## src/rtl/fetch_pkg.sv

```systemverilog
// Shared types and default address map for the instruction fetch unit.
package fetch_pkg;

  localparam logic [31:0] DEFAULT_RESET_PC   = 32'h8000_0000;
  localparam logic [31:0] DEFAULT_IMEM_BASE  = 32'h8000_0000;
  localparam logic [31:0] DEFAULT_IMEM_LIMIT = 32'h8000_FFFF;

  typedef enum logic [1:0] {
    FAULT_NONE       = 2'b00,
    FAULT_MISALIGNED = 2'b01,
    FAULT_RANGE      = 2'b10
  } fault_cause_e;

  typedef enum logic {
    ST_FETCH = 1'b0,
    ST_FAULT = 1'b1
  } fetch_state_e;

  // Misalignment wins over range when both apply.
  function automatic fault_cause_e classify_addr(input logic misaligned,
                                                 input logic out_of_range);
    if (misaligned) begin
      return FAULT_MISALIGNED;
    end
    if (out_of_range) begin
      return FAULT_RANGE;
    end
    return FAULT_NONE;
  endfunction

endpackage

```

## src/rtl/fetch_addr_check.sv

```systemverilog
// Alignment and range check of a fetch address; the extra top bit carries
// any wrap out of 32 bits so a wrapped increment reads as out of range.
module fetch_addr_check
  import fetch_pkg::*;
#(
  parameter logic [31:0] IMEM_BASE  = DEFAULT_IMEM_BASE,
  parameter logic [31:0] IMEM_LIMIT = DEFAULT_IMEM_LIMIT
) (
  input  logic [32:0] addr,
  output logic [1:0]  cause
);

  logic misaligned;
  logic out_of_range;

  always_comb begin
    misaligned   = (addr[1:0] != 2'b00);
    out_of_range = (addr < {1'b0, IMEM_BASE}) || (addr > {1'b0, IMEM_LIMIT});
    cause        = classify_addr(misaligned, out_of_range);
  end

endmodule

```

## src/rtl/instr_fetch_unit.sv

```systemverilog
// Single-issue instruction fetch stage: one-cycle fetch from a combinational
// memory into a valid/ready output register, with redirect and sticky fault.
module instr_fetch_unit
  import fetch_pkg::*;
#(
  parameter logic [31:0] RESET_PC   = DEFAULT_RESET_PC,
  parameter logic [31:0] IMEM_BASE  = DEFAULT_IMEM_BASE,
  parameter logic [31:0] IMEM_LIMIT = DEFAULT_IMEM_LIMIT
) (
  input  logic        clk,
  input  logic        rst_n,
  output logic [31:0] imem_addr,
  input  logic [31:0] imem_rdata,
  input  logic        redirect_valid,
  input  logic [31:0] redirect_pc,
  output logic        out_valid,
  input  logic        out_ready,
  output logic [31:0] out_pc,
  output logic [31:0] out_instr,
  output logic [31:0] out_pc_plus4,
  output logic        fault_valid,
  output logic [1:0]  fault_cause,
  output logic [31:0] fault_addr
);

  fetch_state_e state_q;
  logic [31:0]  pc_q;
  logic [31:0]  pc_plus4;
  logic [32:0]  seq_addr_ext;
  logic [1:0]   seq_cause;
  logic [1:0]   redir_cause;
  logic         fetch_en;

  assign imem_addr    = pc_q;
  assign pc_plus4     = pc_q + 32'd4;
  assign seq_addr_ext = {1'b0, pc_q} + 33'd4;

  // A new word is captured only when the output slot is empty or draining.
  assign fetch_en = (state_q == ST_FETCH) && (!out_valid || out_ready);

  fetch_addr_check #(
    .IMEM_BASE (IMEM_BASE),
    .IMEM_LIMIT(IMEM_LIMIT)
  ) u_redir_check (
    .addr ({1'b0, redirect_pc}),
    .cause(redir_cause)
  );

  fetch_addr_check #(
    .IMEM_BASE (IMEM_BASE),
    .IMEM_LIMIT(IMEM_LIMIT)
  ) u_seq_check (
    .addr (seq_addr_ext),
    .cause(seq_cause)
  );

  always_ff @(posedge clk or negedge rst_n) begin
    if (!rst_n) begin
      state_q      <= ST_FETCH;
      pc_q         <= RESET_PC;
      out_valid    <= 1'b0;
      out_pc       <= 32'd0;
      out_instr    <= 32'd0;
      out_pc_plus4 <= 32'd0;
      fault_valid  <= 1'b0;
      fault_cause  <= FAULT_NONE;
      fault_addr   <= 32'd0;
    end else if (redirect_valid) begin
      // Flush; anything handed over this cycle has already been consumed.
      out_valid <= 1'b0;
      pc_q      <= redirect_pc;
      if (redir_cause != FAULT_NONE) begin
        state_q     <= ST_FAULT;
        fault_valid <= 1'b1;
        fault_cause <= redir_cause;
        fault_addr  <= redirect_pc;
      end else begin
        state_q     <= ST_FETCH;
        fault_valid <= 1'b0;
        fault_cause <= FAULT_NONE;
        fault_addr  <= 32'd0;
      end
    end else if (fetch_en) begin
      out_valid    <= 1'b1;
      out_pc       <= pc_q;
      out_instr    <= imem_rdata;
      out_pc_plus4 <= pc_plus4;
      pc_q         <= pc_plus4;
      // The current word is legal and still delivered; only its successor faults.
      if (seq_cause != FAULT_NONE) begin
        state_q     <= ST_FAULT;
        fault_valid <= 1'b1;
        fault_cause <= seq_cause;
        fault_addr  <= pc_plus4;
      end
    end else if (state_q == ST_FAULT && out_valid && out_ready) begin
      out_valid <= 1'b0;
    end
  end

endmodule

```

## config.mk

```make
export PLATFORM = sky130hd
export DESIGN_NAME = instr_fetch_unit
export DESIGN_NICKNAME = d
export VERILOG_FILES = /design/src/rtl/fetch_pkg.sv /design/src/rtl/fetch_addr_check.sv /design/src/rtl/instr_fetch_unit.sv
export SDC_FILE = /design/constraint.sdc
export NUM_CORES = 1
export LEC_CHECK = 0
export ABC_AREA = 1
export ABC_CLOCK_PERIOD_IN_PS = 3900
export BUFFER_PORTS_ARGS = -buffer_cell sky130_fd_sc_hd__buf_2
export CAP_MARGIN = 15
export CORE_ASPECT_RATIO = 0.6
export CORE_MARGIN = 4
export CORE_UTILIZATION = 40
export CTS_BUF_LIST = sky130_fd_sc_hd__clkbuf_8 sky130_fd_sc_hd__clkbuf_16
export DETAILED_ROUTE_END_ITERATION = 10
export GPL_TIMING_DRIVEN = 1
export HOLD_SLACK_MARGIN = 0.06
export REMOVE_ABC_BUFFERS = 1
export SYNTH_ARGS = -nofsm -noshare
export SYNTH_HDL_FRONTEND = slang
export SYNTH_HIERARCHICAL = 1
export SYNTH_SLANG_ARGS = --single-unit
```

## constraint.sdc

```tcl
create_clock -name clk -period 3.9 [get_ports clk]
set_input_delay 0.78 -clock clk [delete_from_list [all_inputs] [get_ports clk]]
set_output_delay 0.78 -clock clk [all_outputs]
set_load 0.02 [all_outputs]
```

==> metrics.cfg, run 1 <==
[run_status]
status=completed

[detailed_routing]
remaining_drc_errors=0
post_drt_wl_per_cell_um=16.8
first_pass_iters=7
vias_per_cell=4.92
routed_wl_mm=23.7
initialDrtViolationCount=592
route.vias.total=6934
ant_nets=0

[logic_synthesis]
ys_top_cells_by_area=dfrtp_1 (54%), nand2_1 (19%), nor2_1 (6.3%)
yosysWarningCount=6
synth_edf_count=0
synth_seq_cells=162
syn_area_um2=7530
synthFlopType=dfrtp_1
synth_top_area_share=0.535
netlist_instances=939
synth_seq_area_share=0.539
synth.distinct_cells=28
synth_top_cell_by_area=dfrtp_1
async_flop_share=1.00
syn_avg_cell_area_um2=8.01

[timing]
max_freq_mhz=304
final_hold_viol_count=0
finClkSkew_ns=0.0133
finalSetupViolCount=0
finalCriticalPeriod_ns=3.29
slew_headroom=0.473
rsz0062_at_grt=false
post-route-period-util=0.843
worstMarginPinSlew_ns=0.789
report.final.slew_viol_count=0
fin_tns_setup_ns=0

[critical_path]
cp-start-kind=flop
crit_path_cell_trace=ha_1 -> nand2_1 -> nor2_4 -> nand2_4 -> nor2_4 -> xor2_2 -> nor2_1 -> nand2_1 -> nor2_1 -> nand3_1 -> nand2_1 -> inv_1 -> inv_1 -> nand2_1 -> nand2_2 -> inv_2 -> o21ai_0 -> a21oi_1 -> nor2_1
cp_max_fo=42
crit_top_cell=nand2_1
critPathRequiredTime_ns=4.20
cp_data_arrival_time_ns=3.59
path_class=reg -> reg
crit_slowest_cell=inv_2
slowest_delay_ns=0.56
r2r-end=fault_addr[5]$_DFFE_PN0P_
path_depth=19
end_kind=flop
rrSetupSlack_ns=0.61
rr_worst_depth=19
cp_top_family=simple AND/OR/NAND/NOR gates
critPathBufInv=3
r2r_start=imem_addr[3]$_DFFE_PN0P_

[finish]
instances_no_fill=1409
final_cell_area_um2=9470
multiInputGateArea_um2=3070
layout_commonest_cell=nand2_1
final_net_count=1225
ff_latch_area_um2=4060
area_delta_synth_final_pct=25.9
fillers=1819
drive_gt1_frac=0.265
final_cell_mix=nand2_1 (384), buf_2 (230), dfrtp_1 (161), nor2_1 (125), inv_1 (47)

[grt]
grt_overflow=0
track_usage=0.221
grt_max_degree=76
antenna_found_initial=2
grt_pass1_vias=6339
grt_pass1_wl_mm=36.3

[die]
die_area_um2=21100
core_um2=18300
fp.dieH_um=114
ios=232
initial_core_util=0.412
rows=38
fp.dieW_um=185

[cts]
numCtsBuffers=17
cts_setup_buffers=0
cts_tree=done
clkSinkCount=162
cts_resized=0
holdBufCountCts=0
clk_pin_slew_ns=0.07
htreeDepth=4
clk_latency_ns=0.42
cts_buffer_depth=2
root_buffer=clkbuf_16

[placed_design]
dp_cells=1377
place.gp.congestion=0.883
place_hpwl_mm=17.4
placed_area_um2=8870
numPortBuffers=231

[worst_hold_path]
hold_class=in -> async

[flow_run]
maxCapViolCount=0

[power]
finalPower_w=0.00593
ir_worst_vdd_mv=0.323
power.leakage_nw=5.06
power.density_nw_per_um2=626

metrics by stage:
step | util | worst slack, ns | hold slack, ns
2_1_floorplan | - | -0.406 | 0.484
3_3_place_gp | 0.486 | 0.843 | 0.456
3_5_place_dp | 0.486 | 0.718 | 0.459
4_1_cts | 0.519 | 0.654 | 0.403
5_1_grt | 0.519 | 0.309 | 0.429
6_report | 0.519 | 0.612 | 0.367
how the worst max path moves through the flow:
stage / from / endpoint / slack (ns)
floorplan: redirect_valid / imem_addr[2]$_DFFE_PN0P_ / -0.41
global placement: imem_addr[2]$_DFFE_PN0P_ / fault_addr[6]$_DFFE_PN0P_ / 0.84
detailed placement: imem_addr[3]$_DFFE_PN0P_ / fault_addr[5]$_DFFE_PN0P_ / 0.72
CTS: imem_addr[3]$_DFFE_PN0P_ / fault_addr[5]$_DFFE_PN0P_ / 0.65
global route: imem_addr[3]$_DFFE_PN0P_ / fault_addr[6]$_DFFE_PN0P_ / 0.31
finish: imem_addr[3]$_DFFE_PN0P_ / fault_addr[5]$_DFFE_PN0P_ / 0.61
synthesized netlist by cell type, types with 4 or more instances:
cell and n:
o21ai_0 35, buf_2 21, a21oi_1 26, and2_1 4, a31oi_1 9, nand2_1 385, clkbuf_1 16, buf_4 6
inv_2 5, nand3_1 33, inv_1 47, o211ai_1 22, xor2_2 7, nor2_2 4, nor2_1 126, nor2_4 9
dfrtp_1 161, xor2_1 8, nand2_2 4
registers in the layout, indices dropped and copies added, names as in the netlist:
register / cells
out_pc_plus4: 30
out_instr: 32
out_pc: 32
fault_addr: 32
imem_addr: 32
out_valid: 1
state_q: 1
fault_cause: 2
worst register-to-register path, cell delays in order, from the launching register on:
cell,delay [ns]
dfrtp_1,0.45
ha_1,0.22
nand2_1,0.10
nor2_4,0.18
nand2_4,0.12
nor2_4,0.21
xor2_2,0.20
nor2_1,0.06
nand2_1,0.07
nor2_1,0.07
nand3_1,0.10
nand2_1,0.08
inv_1,0.07
inv_1,0.05
nand2_1,0.10
nand2_2,0.07
inv_2,0.56
o21ai_0,0.22
a21oi_1,0.16
nor2_1,0.06
cell families after synthesis:
group                    after synthesis  share of synthesized area
adder cells (fa/ha/maj)                1                    0.00166
buffers and inverters                 96                     0.0544
AO/OA/AOI/OAI                         94                     0.0720
other                                  1                   0.000498
AND/OR/NAND/NOR                      570                      0.308
XOR/XNOR                              15                     0.0244
flip-flops                           162                      0.539
power by group:
group | total, W | switching, W | internal, W
clock network | 0.00175 | 0.000736 | 0.00102
logic | 0.00179 | 0.00122 | 0.000571
registers | 0.00238 | 0.000278 | 0.00210
total | 0.00593 | 0.00224 | 0.00369
layout make-up:
type / instances / area share
clock inverters: 14 / 0.0189
repair buffers: 242 / 0.131
multi-input cells: 681 / 0.324
inverters: 52 / 0.0206
clock buffers: 17 / 0.0449
well taps: 240 / 0.0317
diodes: 1 / 0.000264
flip-flops and latches: 162 / 0.428
metal layers:
layer,vias to the layer above,global-route usage,wire length [um]
li1,3363,-,-
met1,3239,0.353,12000
met2,311,0.293,9050
met3,19,0.0724,2530
met4,2,0.0381,174
met5,-,0,13
Note: power is estimated with default switching activity, not from simulation.
==> inputs of run 2 (changes only) <==
--- a/config.mk
+++ b/config.mk
@@ -5,8 +5,8 @@
 export SDC_FILE = /design/constraint.sdc
 export NUM_CORES = 1
 export LEC_CHECK = 0
-export ABC_AREA = 1
-export ABC_CLOCK_PERIOD_IN_PS = 3900
+export ABC_AREA = 0
+export ABC_CLOCK_PERIOD_IN_PS = 3100
 export BUFFER_PORTS_ARGS = -buffer_cell sky130_fd_sc_hd__buf_2
 export CAP_MARGIN = 15
 export CORE_ASPECT_RATIO = 0.6
==> constraint.sdc (replaced) <==
create_clock -name clk -period 3.1 [get_ports clk]
set_input_delay 0.62 -clock clk [delete_from_list [all_inputs] [get_ports clk]]
set_output_delay 0.62 -clock clk [all_outputs]
set_load 0.02 [all_outputs]
==> run 2 against run 1 <==
Against the previous run: the run now ends with negative setup slack left; clock power grew 23%; sequential share of layout area fell by 6.0 points; sequential power rose by 18%; critical path depth shrank 5; power up 21%; utilization up 8.2 points; flip-flop and latch count unchanged; fmax decreased by 1.5%; first-iteration DRC count is 4.7% higher; design area up 16%; critical endpoint is now fault_addr[10]$_DFFE_PN0P_.
==> metrics.cfg, run 2 <==
[finish]
area_delta_synth_final_pct=45.4
fillers=1614  ; -11%
ff_latch_area_um2=4060  ; about the same
final_cell_mix=nand2_1 (271), buf_2 (230), dfrtp_1 (160), buf_4 (132), o21ai_0 (49)
final_net_count=1250  ; +2.0%
drive_gt1_frac=0.410  ; +0.146
n_antenna_cell=0  ; -1
final_cell_area_um2=11000  ; +16%
layout_commonest_cell=nand2_1
postLayoutCoreUtil=0.601  ; +0.0825
multiInputGateArea_um2=3530  ; +15%

[critical_path]
path_class=reg -> reg
crit_path_cell_trace=buf_6 -> nand4_4 -> or4_4 -> o21a_1 -> or2_4 -> nor4_4 -> and4_4 -> a21oi_4 -> nor2_4 -> nor3_4 -> buf_6 -> buf_12 -> o32a_1 -> o21ai_1
crit_top_cell=buf_6
r2r-end=fault_addr[10]$_DFFE_PN0P_
end_kind=flop
slowest_delay_ns=0.60  ; +0.04 ns
rr_worst_depth=14  ; -5
crit_slowest_cell=or4_4
crit_start=imem_addr[3]$_DFFE_PN0P_
rrSetupSlack_ns=-0.24  ; -0.85 ns
cp_max_fo=7  ; -83%
cp_data_arrival_time_ns=3.69  ; +0.10 ns
critPathRequiredTime_ns=3.45  ; -0.75 ns
cp-start-kind=flop
r2r_start=imem_addr[3]$_DFFE_PN0P_
crit_path_end=fault_addr[10]$_DFFE_PN0P_

[timing]
finClkSkew_ns=0.0179  ; +0.00461 ns
report.final.slew_viol_count=0  ; unchanged
worstMarginPinSlew_ns=0.885  ; +0.0961 ns
slew_headroom=0.408  ; -0.0655
worst_hold_slack_ns=0.211  ; -0.156 ns
final_hold_viol_count=0  ; unchanged
timing.final.ws_setup_ns=-0.238  ; -0.850 ns
fin_tns_setup_ns=-5.48  ; -5.48 ns
post-route-period-util=1.08  ; +0.234
finalCriticalPeriod_ns=3.34  ; +0.0503 ns
finalSetupViolCount=35  ; +35
max_freq_mhz=300  ; -1.5%
rsz0062_at_grt=true

[power]
power.density_nw_per_um2=653  ; +4.5%
seqPwrFrac=0.392  ; -0.010
combPwrFrac=0.309  ; +0.006
clkPwrFrac=0.299  ; +0.003
ir_worst_vdd_mv=0.427  ; +32%
p_int_w=0.00460  ; +25%
switchingPower_w=0.00259  ; +16%
sw_frac_of_total=0.360  ; -0.0171
power.leakage_nw=5.52  ; +9.2%

[placed_design]
place.gp.congestion=0.879  ; -0.41%
numPortBuffers=231  ; unchanged
place_hpwl_mm=18.6  ; +6.9%
placed_area_um2=9680  ; +9.2%

[die]
fp.dieH_um=115  ; +0.26%
rows=38  ; unchanged
fp.dieW_um=186  ; +0.27%
die_area_um2=21300  ; +0.53%
initial_core_util=0.413  ; +0.00125
ios=232  ; unchanged
core_um2=18300  ; +0.26%

[detailed_routing]
vias_per_cell=5.19  ; +5.4%
route.vias.total=7441  ; +7.3%
post_drt_wl_per_cell_um=18.6  ; +11%
remaining_drc_errors=0  ; unchanged
initialDrtViolationCount=620  ; +4.7%
first_pass_iters=5  ; -2
routed_wl_mm=26.7  ; +13%
ant_nets=0  ; unchanged

[logic_synthesis]
syn_area_um2=7570  ; +0.57%
syn_avg_cell_area_um2=8.98  ; +12%
netlist_instances=843  ; -10%
yosysWarningCount=6  ; unchanged

[cts]
root_buffer=clkbuf_16
clk_latency_ns=0.43  ; about the same
cts_tree=done
clkSinkCount=162  ; unchanged
holdBufCountCts=0  ; unchanged
cts_buffer_depth=2  ; unchanged
htreeDepth=4  ; unchanged
numCtsBuffers=17  ; unchanged
clk_pin_slew_ns=0.07  ; about the same

[grt]
antenna_found_initial=2  ; unchanged
grt_overflow=0  ; unchanged
grt_pass1_wl_mm=40.2  ; +11%
grt_max_degree=72  ; -5.3%
grt_pass1_vias=7015  ; +11%
track_usage=0.244  ; +0.0230

[worst_hold_path]
hold_class=in -> async

[flow_run]
maxCapViolCount=0  ; unchanged

[run_status]
status=complete, but fails checks
violations=negative setup slack

-- run 2: repair_timing --
action | 4_1_cts | 5_1_grt
endpoints found under the hold margin | 0 | 0
gates resized for setup | 46 | 56
setup buffers | 19 | 17
cloned | 4 | 0
pin swaps | 24 | 33
endpoints found under the setup margin | 35 | 35
-- run 2: area by class of cell --
| class | count | share of cell area |
|---|---|---|
| sequential | 162 | 0.368 |
| clock buffer | 18 | 0.0399 |
| tap | 240 | 0.0273 |
| inverter | 20 | 0.00682 |
| clock inverter | 14 | 0.0139 |
| timing repair buffer | 382 | 0.223 |
| multi-input combinational | 598 | 0.321 |
-- run 2: worst min path at each step --
| stage | start | endpoint | slack, ns | cells after the start |
|---|---|---|---|---|
| detailed placement | out_pc[27]$_DFFE_PN0P_ | out_pc[27]$_DFFE_PN0P_ | 0.46 | 2 |
| finish | rst_n | out_pc[10]$_DFFE_PN0P_ | 0.21 | 1 |
| floorplan | rst_n | fault_addr[0]$_DFFE_PN0P_ | 0.32 | 0 |
| global route | rst_n | out_pc[8]$_DFFE_PN0P_ | 0.27 | 1 |
| CTS | rst_n | out_pc[10]$_DFFE_PN0P_ | 0.24 | 1 |
| global placement | out_pc[8]$_DFFE_PN0P_ | out_pc[8]$_DFFE_PN0P_ | 0.45 | 2 |
-- run 2: power groups by stage --
stage	Sequential, W	Clock [W]	Combinational, W
after floorplan	0.00344	0	0.000509
after global placement	0.00284	0	0.00205
after detailed placement	0.00284	0	0.00208
after CTS	0.00282	0.00217	0.00216
after global routing	0.00288	0.00226	0.00241
final	0.00282	0.00215	0.00222
-- run 2: metal layers --
| metal | global-route usage | vias to the layer above | share of wire |
|---|---|---|---|
| li1 | - | 3471 | - |
| met1 | 0.380 | 3578 | 0.48 |
| met2 | 0.334 | 349 | 0.41 |
| met3 | 0.0667 | 39 | 0.094 |
| met4 | 0.0626 | 4 | 0.012 |
| met5 | 0 | - | 0.00097 |
-- run 2: per-stage QoR --
step	std cells	total power (W)	setup slack [ns]
2_1_floorplan	780	0.00395	-2.61
3_3_place_gp	1365	0.00489	-0.120
3_5_place_dp	1365	0.00492	-0.244
4_1_cts	1419	0.00715	-0.113
5_1_grt	1434	0.00755	-0.360
6_report	1434	0.00719	-0.238
-- run 2: worst max-delay path: cells and delay by family (launching register included) --
family | cells | cell delay, ns
and+or+nand+nor | 7 | 1.74
AOI/OAI and AO/OA | 4 | 0.67
DFF | 1 | 0.42
buffers and inverters | 3 | 0.45
